===== src/rtl/icache_controller.sv =====
// Direct-mapped instruction cache controller: 2^INDEX_BITS lines of 128-bit blocks,
// single-block fills from instruction memory, saturating hit/miss counters.
module icache_controller #(
    parameter int unsigned INDEX_BITS = 3,
    parameter int unsigned CNT_WIDTH  = 16
) (
    input  logic                 clock,
    input  logic                 reset,
    input  logic                 cpu_read,
    input  logic [9:0]           address,
    output logic [31:0]          instruction,
    output logic                 busywait,
    output logic                 mem_read,
    output logic [5:0]           mem_address,
    input  logic [127:0]         mem_readdata,
    input  logic                 mem_busywait,
    output logic [CNT_WIDTH-1:0] hit_count,
    output logic [CNT_WIDTH-1:0] miss_count
);

    localparam int unsigned TagBits  = 6 - INDEX_BITS;
    localparam int unsigned NumLines = 1 << INDEX_BITS;
    localparam logic [CNT_WIDTH-1:0] CntOne = {{(CNT_WIDTH-1){1'b0}}, 1'b1};
    localparam logic [CNT_WIDTH-1:0] CntMax = {CNT_WIDTH{1'b1}};

    typedef enum logic [1:0] {
        StIdle    = 2'd0,
        StMemRead = 2'd1,
        StUpdate  = 2'd2
    } state_e;

    state_e                 state_q, state_d;
    logic [5:0]             fill_addr_q, fill_addr_d;
    logic                   mem_read_q, mem_read_d;
    logic [CNT_WIDTH-1:0]   hit_count_q, hit_count_d;
    logic [CNT_WIDTH-1:0]   miss_count_q, miss_count_d;
    logic [NumLines-1:0]    valid_q, valid_d;

    logic [3:0][31:0]       data_q [NumLines];
    logic [3:0][31:0]       data_d [NumLines];
    logic [TagBits-1:0]     tag_q  [NumLines];
    logic [TagBits-1:0]     tag_d  [NumLines];

    logic [INDEX_BITS-1:0]  index;
    logic [TagBits-1:0]     tag;
    logic [INDEX_BITS-1:0]  fill_index;
    logic [TagBits-1:0]     fill_tag;
    logic                   hit;
    logic                   fill_en;

    assign index      = address[INDEX_BITS+3:4];
    assign tag        = address[9:INDEX_BITS+4];
    assign fill_index = fill_addr_q[INDEX_BITS-1:0];
    assign fill_tag   = fill_addr_q[5:INDEX_BITS];
    assign hit        = valid_q[index] && (tag_q[index] == tag);
    assign fill_en    = (state_q == StUpdate);

    assign instruction = data_q[index][address[3:2]];
    assign mem_read    = mem_read_q;
    assign mem_address = fill_addr_q;
    assign hit_count   = hit_count_q;
    assign miss_count  = miss_count_q;

    // Gated by reset so the stall drops immediately while reset is held, even with a
    // pending cpu_read against the freshly invalidated cache.
    always_comb begin
        busywait = 1'b0;
        if (reset) begin
            busywait = (state_q != StIdle) || (cpu_read && !hit);
        end
    end

    always_comb begin
        state_d      = state_q;
        fill_addr_d  = fill_addr_q;
        mem_read_d   = mem_read_q;
        hit_count_d  = hit_count_q;
        miss_count_d = miss_count_q;
        valid_d      = valid_q;
        unique case (state_q)
            StIdle: begin
                mem_read_d = 1'b0;
                if (cpu_read) begin
                    if (hit) begin
                        if (hit_count_q != CntMax) hit_count_d = hit_count_q + CntOne;
                    end else begin
                        fill_addr_d = address[9:4];
                        if (miss_count_q != CntMax) miss_count_d = miss_count_q + CntOne;
                        mem_read_d  = 1'b1;
                        state_d     = StMemRead;
                    end
                end
            end
            StMemRead: begin
                if (!mem_busywait) begin
                    mem_read_d = 1'b0;
                    state_d    = StUpdate;
                end
            end
            StUpdate: begin
                valid_d[fill_index] = 1'b1;
                mem_read_d          = 1'b0;
                state_d             = StIdle;
            end
            default: begin
                mem_read_d = 1'b0;
                state_d    = StIdle;
            end
        endcase
    end

    always_ff @(posedge clock or negedge reset) begin
        if (!reset) begin
            state_q      <= StIdle;
            fill_addr_q  <= 6'd0;
            mem_read_q   <= 1'b0;
            hit_count_q  <= '0;
            miss_count_q <= '0;
            valid_q      <= '0;
        end else begin
            state_q      <= state_d;
            fill_addr_q  <= fill_addr_d;
            mem_read_q   <= mem_read_d;
            hit_count_q  <= hit_count_d;
            miss_count_q <= miss_count_d;
            valid_q      <= valid_d;
        end
    end

    // Line storage needs no reset: valid bits gate every use of it.
    always_comb begin
        data_d = data_q;
        tag_d  = tag_q;
        if (fill_en) begin
            data_d[fill_index] = mem_readdata;
            tag_d[fill_index]  = fill_tag;
        end
    end

    always_ff @(posedge clock) begin
        data_q <= data_d;
        tag_q  <= tag_d;
    end

endmodule


===== config.mk =====
export PLATFORM = sky130hd
export DESIGN_NAME = icache_controller
export DESIGN_NICKNAME = d
export VERILOG_FILES = /design/src/rtl/icache_controller.sv
export SDC_FILE = /design/constraint.sdc
export NUM_CORES = 1
export LEC_CHECK = 0
export CAP_MARGIN = 20
export CORE_MARGIN = 2
export CORE_UTILIZATION = 30
export CTS_CLUSTER_DIAMETER = 60
export DETAILED_ROUTE_END_ITERATION = 8
export PLACE_DENSITY = 0.57
export REMOVE_ABC_BUFFERS = 1
export SKIP_CTS_REPAIR_TIMING = 1
export SLEW_MARGIN = 5
export SYNTH_ARGS = -nofsm -noshare
export SYNTH_HDL_FRONTEND = slang
export SYNTH_SLANG_ARGS = --single-unit

===== constraint.sdc =====
create_clock -name clock -period 25.3 [get_ports clock]
set_input_delay 2.53 -clock clock [delete_from_list [all_inputs] [get_ports clock]]
set_output_delay 2.53 -clock clock [all_outputs]
set_load 0.02 [all_outputs]

==> results of run 1 <==
[cell type report]
class                   instances  area [um2]
fillers                     12647       89050
flip-flops and latches       1097       32700
multi-input cells             515        8891
clock buffers                 137        3022
repair buffers                249        2399
well taps                    1876        2347
clock inverters                75       769.5
inverters                       2       7.507
diodes                          3       7.507
[path summary, 6_finish.rpt]
| check | startpoint | endpoint | slack [ns] | depth (start not counted) |
|---|---|---|---|---|
| worst min-delay path | state_q[1]$_DFFE_PN0P_ | state_q[1]$_DFFE_PN0P_ | 0.46 | 1 |
| worst max-delay path | address[4] | instruction[30] | 14.91 | 8 |
| min in group asynchronous | reset | miss_count[3]$_DFFE_PN0P_ | 1.88 | 2 |
| worst min register to register | state_q[1]$_DFFE_PN0P_ | state_q[1]$_DFFE_PN0P_ | 0.46 | 1 |
| max in group asynchronous | reset | valid_q[0]$_DFFE_PN0P_ | 22.93 | 2 |
| worst max register to register | state_q[1]$_DFFE_PN0P_ | data_q[791]$_DFFE_PP_ | 22.13 | 5 |
[power breakdown]
group          leakage [uW]  switching, uW  internal, uW
clock               0.00183            709           953
combinational       0.00370            195           159
sequential           0.0101           37.8          2100
total                0.0156            942          3210
[cells by family after synthesis]
group / synth area share [%]
compound gates: 0.07750
simple gates: 1.428
fa+ha+maj: 0.05960
flops: 77.89
xor+xnor: 0.6886
buf+inv: 1.034
mux: 18.82
[state kept, by name, indices dropped and copies added (netlist names)]
| signal | count |
|---|---|
| valid_q | 8 |
| state_q | 2 |
| miss_count | 16 |
| mem_read | 1 |
| data_q | 1024 |
| hit_count | 16 |
| mem_address | 6 |
| tag_q | 24 |
[per-stage QoR]
step | cells | hold slack (ns) | worst slack [ns] | instance area [um2]
2_1_floorplan | 1614 | 0.4280 | 13.88 | 41550
3_5_place_dp | 3738 | 0.4474 | 14.70 | 46330
5_1_grt | 3951 | 0.4841 | 14.37 | 50130
4_1_cts | 3950 | 0.4608 | 14.70 | 50120
6_report | 3954 | 0.4597 | 14.91 | 50140
3_3_place_gp | 3738 | 0.4444 | 14.79 | 46330
[Yosys cell counts (5+ instances only)]
cell      number
nor2_1        10
buf_1         13
and2_1         5
clkbuf_1      37
or2_2          8
nand3_1       13
buf_6          5
nand4_1       14
dfrtp_1       49
mux2i_1       13
buf_4         13
xor2_1        15
nor3_1         9
nor4_2         6
mux2_2        40
nand2_1       11
mux4_2       325
nor3b_1        6
and3_1         9
edfxtp_1    1048
xnor2_1       18
buf_2         17
[critical path, delay by kind of cell]
| kind | cells | cell delay, ns |
|---|---|---|
| buf+inv | 5 | 3.61 |
| mux | 3 | 1.49 |
[per-layer routing]
layer	global-route usage, %	part of all wire, %	up-vias	routed length (um)
met4	3.473	2.0	38	1910
met1	17.15	43	10119	40220
met5	0	0.26	-	246
met2	21.47	48	517	45460
li1	-	-	7926	-
met3	3.801	6.6	170	6200
==> reports/results.ini, run 1 <==
[global_route]
grt_pass1_wl_um=136100
antenna_found_initial=25
grt.overflow.total=0
grt_pass1_vias=20193
grt_usage_pct=13.14
grt_max_degree=94

[worst_setup_path]
cp.required_ns=22.77
crit_path_max_incr_delay_ns=0.90
arrival_ns=7.86
crit_path_top_delay_cell=buf_4
cp-start-kind=primary input
crit_fanout=59
setup.worst_path.class=primary input to output port
endpoint_kind=output port
path_common_cell=buf_4
cp_cell_sequence=buf_8 -> buf_4 -> buf_4 -> buf_4 -> mux4_2 -> mux4_2 -> mux2_2 -> clkdlybuf4s50_1

[logic_synthesis]
synth_top_area_cell=edfxtp_1
synth_area_leaders=edfxtp_1, mux4_2, dfrtp_1
synth_top_area_share_pct=74.97
ys_seq_area_share_pct=77.89
netlist_instances=1699
ys_types=35
ys.warnings.count=0
synth-async-reset-ratio_pct=4.467
synth-seq-cells=1097
synth_edf_count=1048
syn_avg_cell_area_um2=24.71
syn-cell-area_um2=41980
ys.flop_type=edfxtp_1

[routing]
vias=18770
drt-pass1-iter-count=5
drc_errors=0
drt-initial-drc-count=1364
final_antenna_net_count=0
via_per_inst=4.747
wl_um=94040
wire_per_inst_um=23.78

[cells_and_area]
final_cell_mix=edfxtp_1, mux4_2, clkdlybuf4s50_1
layout_commonest_cell=edfxtp_1
layout-drive-gt1-share_pct=29.45
area_delta_synth_final_pct=19.45
nets=2125
fin_util_pct=36.02

[floorplan]
dieArea_um2=142900
start_util_pct=30.16
coreArea_um2=139200
rows=137
io_pins=214
die_y_um=378.1
die_x_um=378.1

[clocking]
cts_root_buf=clkbuf_16
cts.sinks=1097
clk_latency_ns=0.74
cts_htree_levels=3
numCtsBuffers=116
clkSlewWorstSetupHoldPaths_ns=0.06
cts_tree=yes
clk_path_buf_depth=3

[timing]
fin_crit_ns=10.39
report.final.slew_viol_count=0
setup_viol=0
worst_pin_slew_ns=1.028
min_period_over_period_pct=41.07
finalClockSkew_ns=0.05699
finalHoldViolCount=0
rsz0062_at_grt=no
fmax_ghz=0.09624
setup_tns_ns=0
max_slew_margin_pct=31.44

[placement]
io_buffers=211
place_congestion=0.7750
hpwl_um=50040

[pwr]
power.total_uw=4150
power_density_nw_per_um2=82.77
cellLeakagePower_uw=0.01561
worst_ir_drop_vdd_uv=66.98

[status]
status=finished clean

[flow_run]
drv_cap=0

[hold_path]
hp-class=register to register

(Power assumes the default switching activity.)
==> run 2, diff against run 1 <==
--- a/config.mk
+++ b/config.mk
@@ -10,7 +10,7 @@
 export CORE_UTILIZATION = 30
 export CTS_CLUSTER_DIAMETER = 60
 export DETAILED_ROUTE_END_ITERATION = 8
-export PLACE_DENSITY = 0.57
+export PLACE_DENSITY = 0.58
 export REMOVE_ABC_BUFFERS = 1
 export SKIP_CTS_REPAIR_TIMING = 1
 export SLEW_MARGIN = 5
==> constraint.sdc (replaced) <==
create_clock -name clock -period 9.5 [get_ports clock]
set_input_delay 0.95 -clock clock [delete_from_list [all_inputs] [get_ports clock]]
set_output_delay 0.95 -clock clock [all_outputs]
set_load 0.02 [all_outputs]
==> reports/results.ini, run 2 (synthesis results as in run 1) <==
[timing]
fmax_ghz=0.1866
finalHoldViolCount=0  ; unchanged
min_period_over_period_pct=56.42
setup_viol=0  ; unchanged
worst_pin_slew_ns=0.9447  ; -0.08369 ns
report.final.slew_viol_count=0  ; unchanged
rsz0062_at_grt=no
holdWs_ns=0.3129  ; -0.1469 ns
fin_crit_ns=5.360
layout_setup_ws_ns=4.140  ; -10.77 ns
finalClockSkew_ns=0.03205  ; -0.02493 ns
max_slew_margin_pct=37.02  ; +5.6 points

[worst_setup_path]
crit_path_top_delay_cell=buf_4
path_common_cell=buf_4
arrival_ns=4.41  ; -3.45 ns
cp-start-kind=primary input
endpoint_kind=output port
cp.required_ns=8.55  ; -14.22 ns
cp_cell_sequence=buf_8 -> buf_4 -> mux2i_1 -> mux4_2 -> xnor2_1 -> nor4_4 -> buf_4 -> o21ai_0 -> and2_1 -> clkdlybuf4s50_1
setup.worst_path.class=primary input to output port
crit_fanout=41  ; -31%
crit_path_max_incr_delay_ns=0.59  ; -0.31 ns

[routing]
drt-initial-drc-count=1468  ; +7.6%
wire_per_inst_um=23.52  ; -1.1%
drc_errors=0  ; unchanged
drt-pass1-iter-count=5  ; unchanged
vias=18707  ; -0.34%
via_per_inst=4.719  ; -0.59%
wl_um=93240  ; -0.85%
final_antenna_net_count=0  ; unchanged

[global_route]
grt_usage_pct=13.08  ; -0.060 points
grt.overflow.total=0  ; unchanged
grt_pass1_wl_um=135900  ; -0.19%
antenna_found_initial=25  ; unchanged
grt_max_degree=145  ; +54%
grt_pass1_vias=20340  ; +0.73%

[pwr]
power_density_nw_per_um2=221.8  ; +170%
cellLeakagePower_uw=0.01569  ; +0.49%
worst_ir_drop_vdd_uv=144.6  ; +120%

[placement]
io_buffers=211  ; unchanged
place_congestion=0.7841  ; +1.2%
hpwl_um=49190  ; -1.7%
place_ws_ns=4.019  ; -10.68 ns

[floorplan]
io_pins=214  ; unchanged
die_x_um=378.1  ; unchanged
dieArea_um2=142900  ; unchanged
die_y_um=378.1  ; unchanged
start_util_pct=30.16  ; unchanged
coreArea_um2=139200  ; unchanged
rows=137  ; unchanged

[clocking]
cts.sinks=1097  ; unchanged
clk_latency_ns=0.74  ; about the same
numCtsBuffers=118  ; +1.7%
clk_path_buf_depth=3  ; unchanged
cts_htree_levels=3  ; unchanged
cts_root_buf=clkbuf_16
clkSlewWorstSetupHoldPaths_ns=0.06  ; about the same
cts_tree=yes

[cells_and_area]
reg.largest.list=data_q x1024, tag_q x24
layout_commonest_cell=edfxtp_1
area_delta_synth_final_pct=19.81
nets=2128  ; +0.14%
regMostFlops=data_q
layout-drive-gt1-share_pct=29.43  ; about the same
largest_reg_flops=1024  ; unchanged
final_cell_mix=edfxtp_1, mux4_2, clkdlybuf4s50_1

[hold_path]
hp-class=primary input to async pin

[status]
status=finished clean

[flow_run]
drv_cap=0  ; unchanged

## run 2: final timing paths
kind	startpoint	to	slack (ns)	depth (start not counted)
hold reg to reg	valid_q[5]$_DFFE_PN0P_	valid_q[5]$_DFFE_PN0P_	0.46	1
setup / recovery	address[4]	busywait	4.14	10
max in group asynchronous	reset	miss_count[7]$_DFFE_PN0P_	8.76	2
min in group clock	valid_q[5]$_DFFE_PN0P_	valid_q[5]$_DFFE_PN0P_	0.46	1
setup reg to reg	state_q[1]$_DFFE_PN0P_	data_q[579]$_DFFE_PP_	6.10	5
hold / removal	reset	hit_count[5]$_DFFE_PN0P_	0.31	2
## run 2: final cells by class
| cell class | count | area (um2) |
|---|---|---|
| Inverter | 2 | 7.507 |
| Fill cell | 12642 | 88900 |
| Tap cell | 1876 | 2347 |
| Timing Repair Buffer | 250 | 2469 |
| Antenna cell | 2 | 5.005 |
| Clock inverter | 75 | 782.0 |
| Multi-Input combinational cell | 515 | 8891 |
| Clock buffer | 147 | 3093 |
| Sequential cell | 1097 | 32700 |
## run 2: metal layers
metal,share of wire [%],global-route usage [%]
met2,49,21.43
met5,0.24,0
met3,7.0,3.938
met4,2.0,3.901
met1,42,16.74
## run 2: stage by stage
| stage | utilization [%] | instance area [um2] | power (uW) | TNS [ns] | instances |
|---|---|---|---|---|---|
| floorplan | - | 41550 | 6291 | -1078.13 | 1614 |
| global placement | 33.34 | 46400 | 6717 | 0 | 3739 |
| detailed placement | 33.34 | 46400 | 6754 | 0 | 3739 |
| CTS | 36.12 | 50280 | 11320 | 0 | 3961 |
| global route | 36.13 | 50290 | 11560 | 0 | 3962 |
| finish | 36.13 | 50290 | 11150 | 0 | 3964 |
## run 2: worst max-delay path: cells and delay by family
| kind | cells | cell delay, ns |
|---|---|---|
| and+or+nand+nor | 2 | 0.45 |
| muxes | 2 | 0.68 |
| AOI/OAI and AO/OA | 1 | 0.13 |
| xor gates and xnor gates | 1 | 0.18 |
| buffers and inverters | 4 | 1.91 |
## run 2: power by group
part           internal, uW  switching, uW  total, uW  leakage [uW]
Combinational           427            520        948       0.00373
Sequential             5580            103       5680        0.0101
Clock                  2630           1890       4520       0.00189
Total                  8640           2520      11200        0.0157
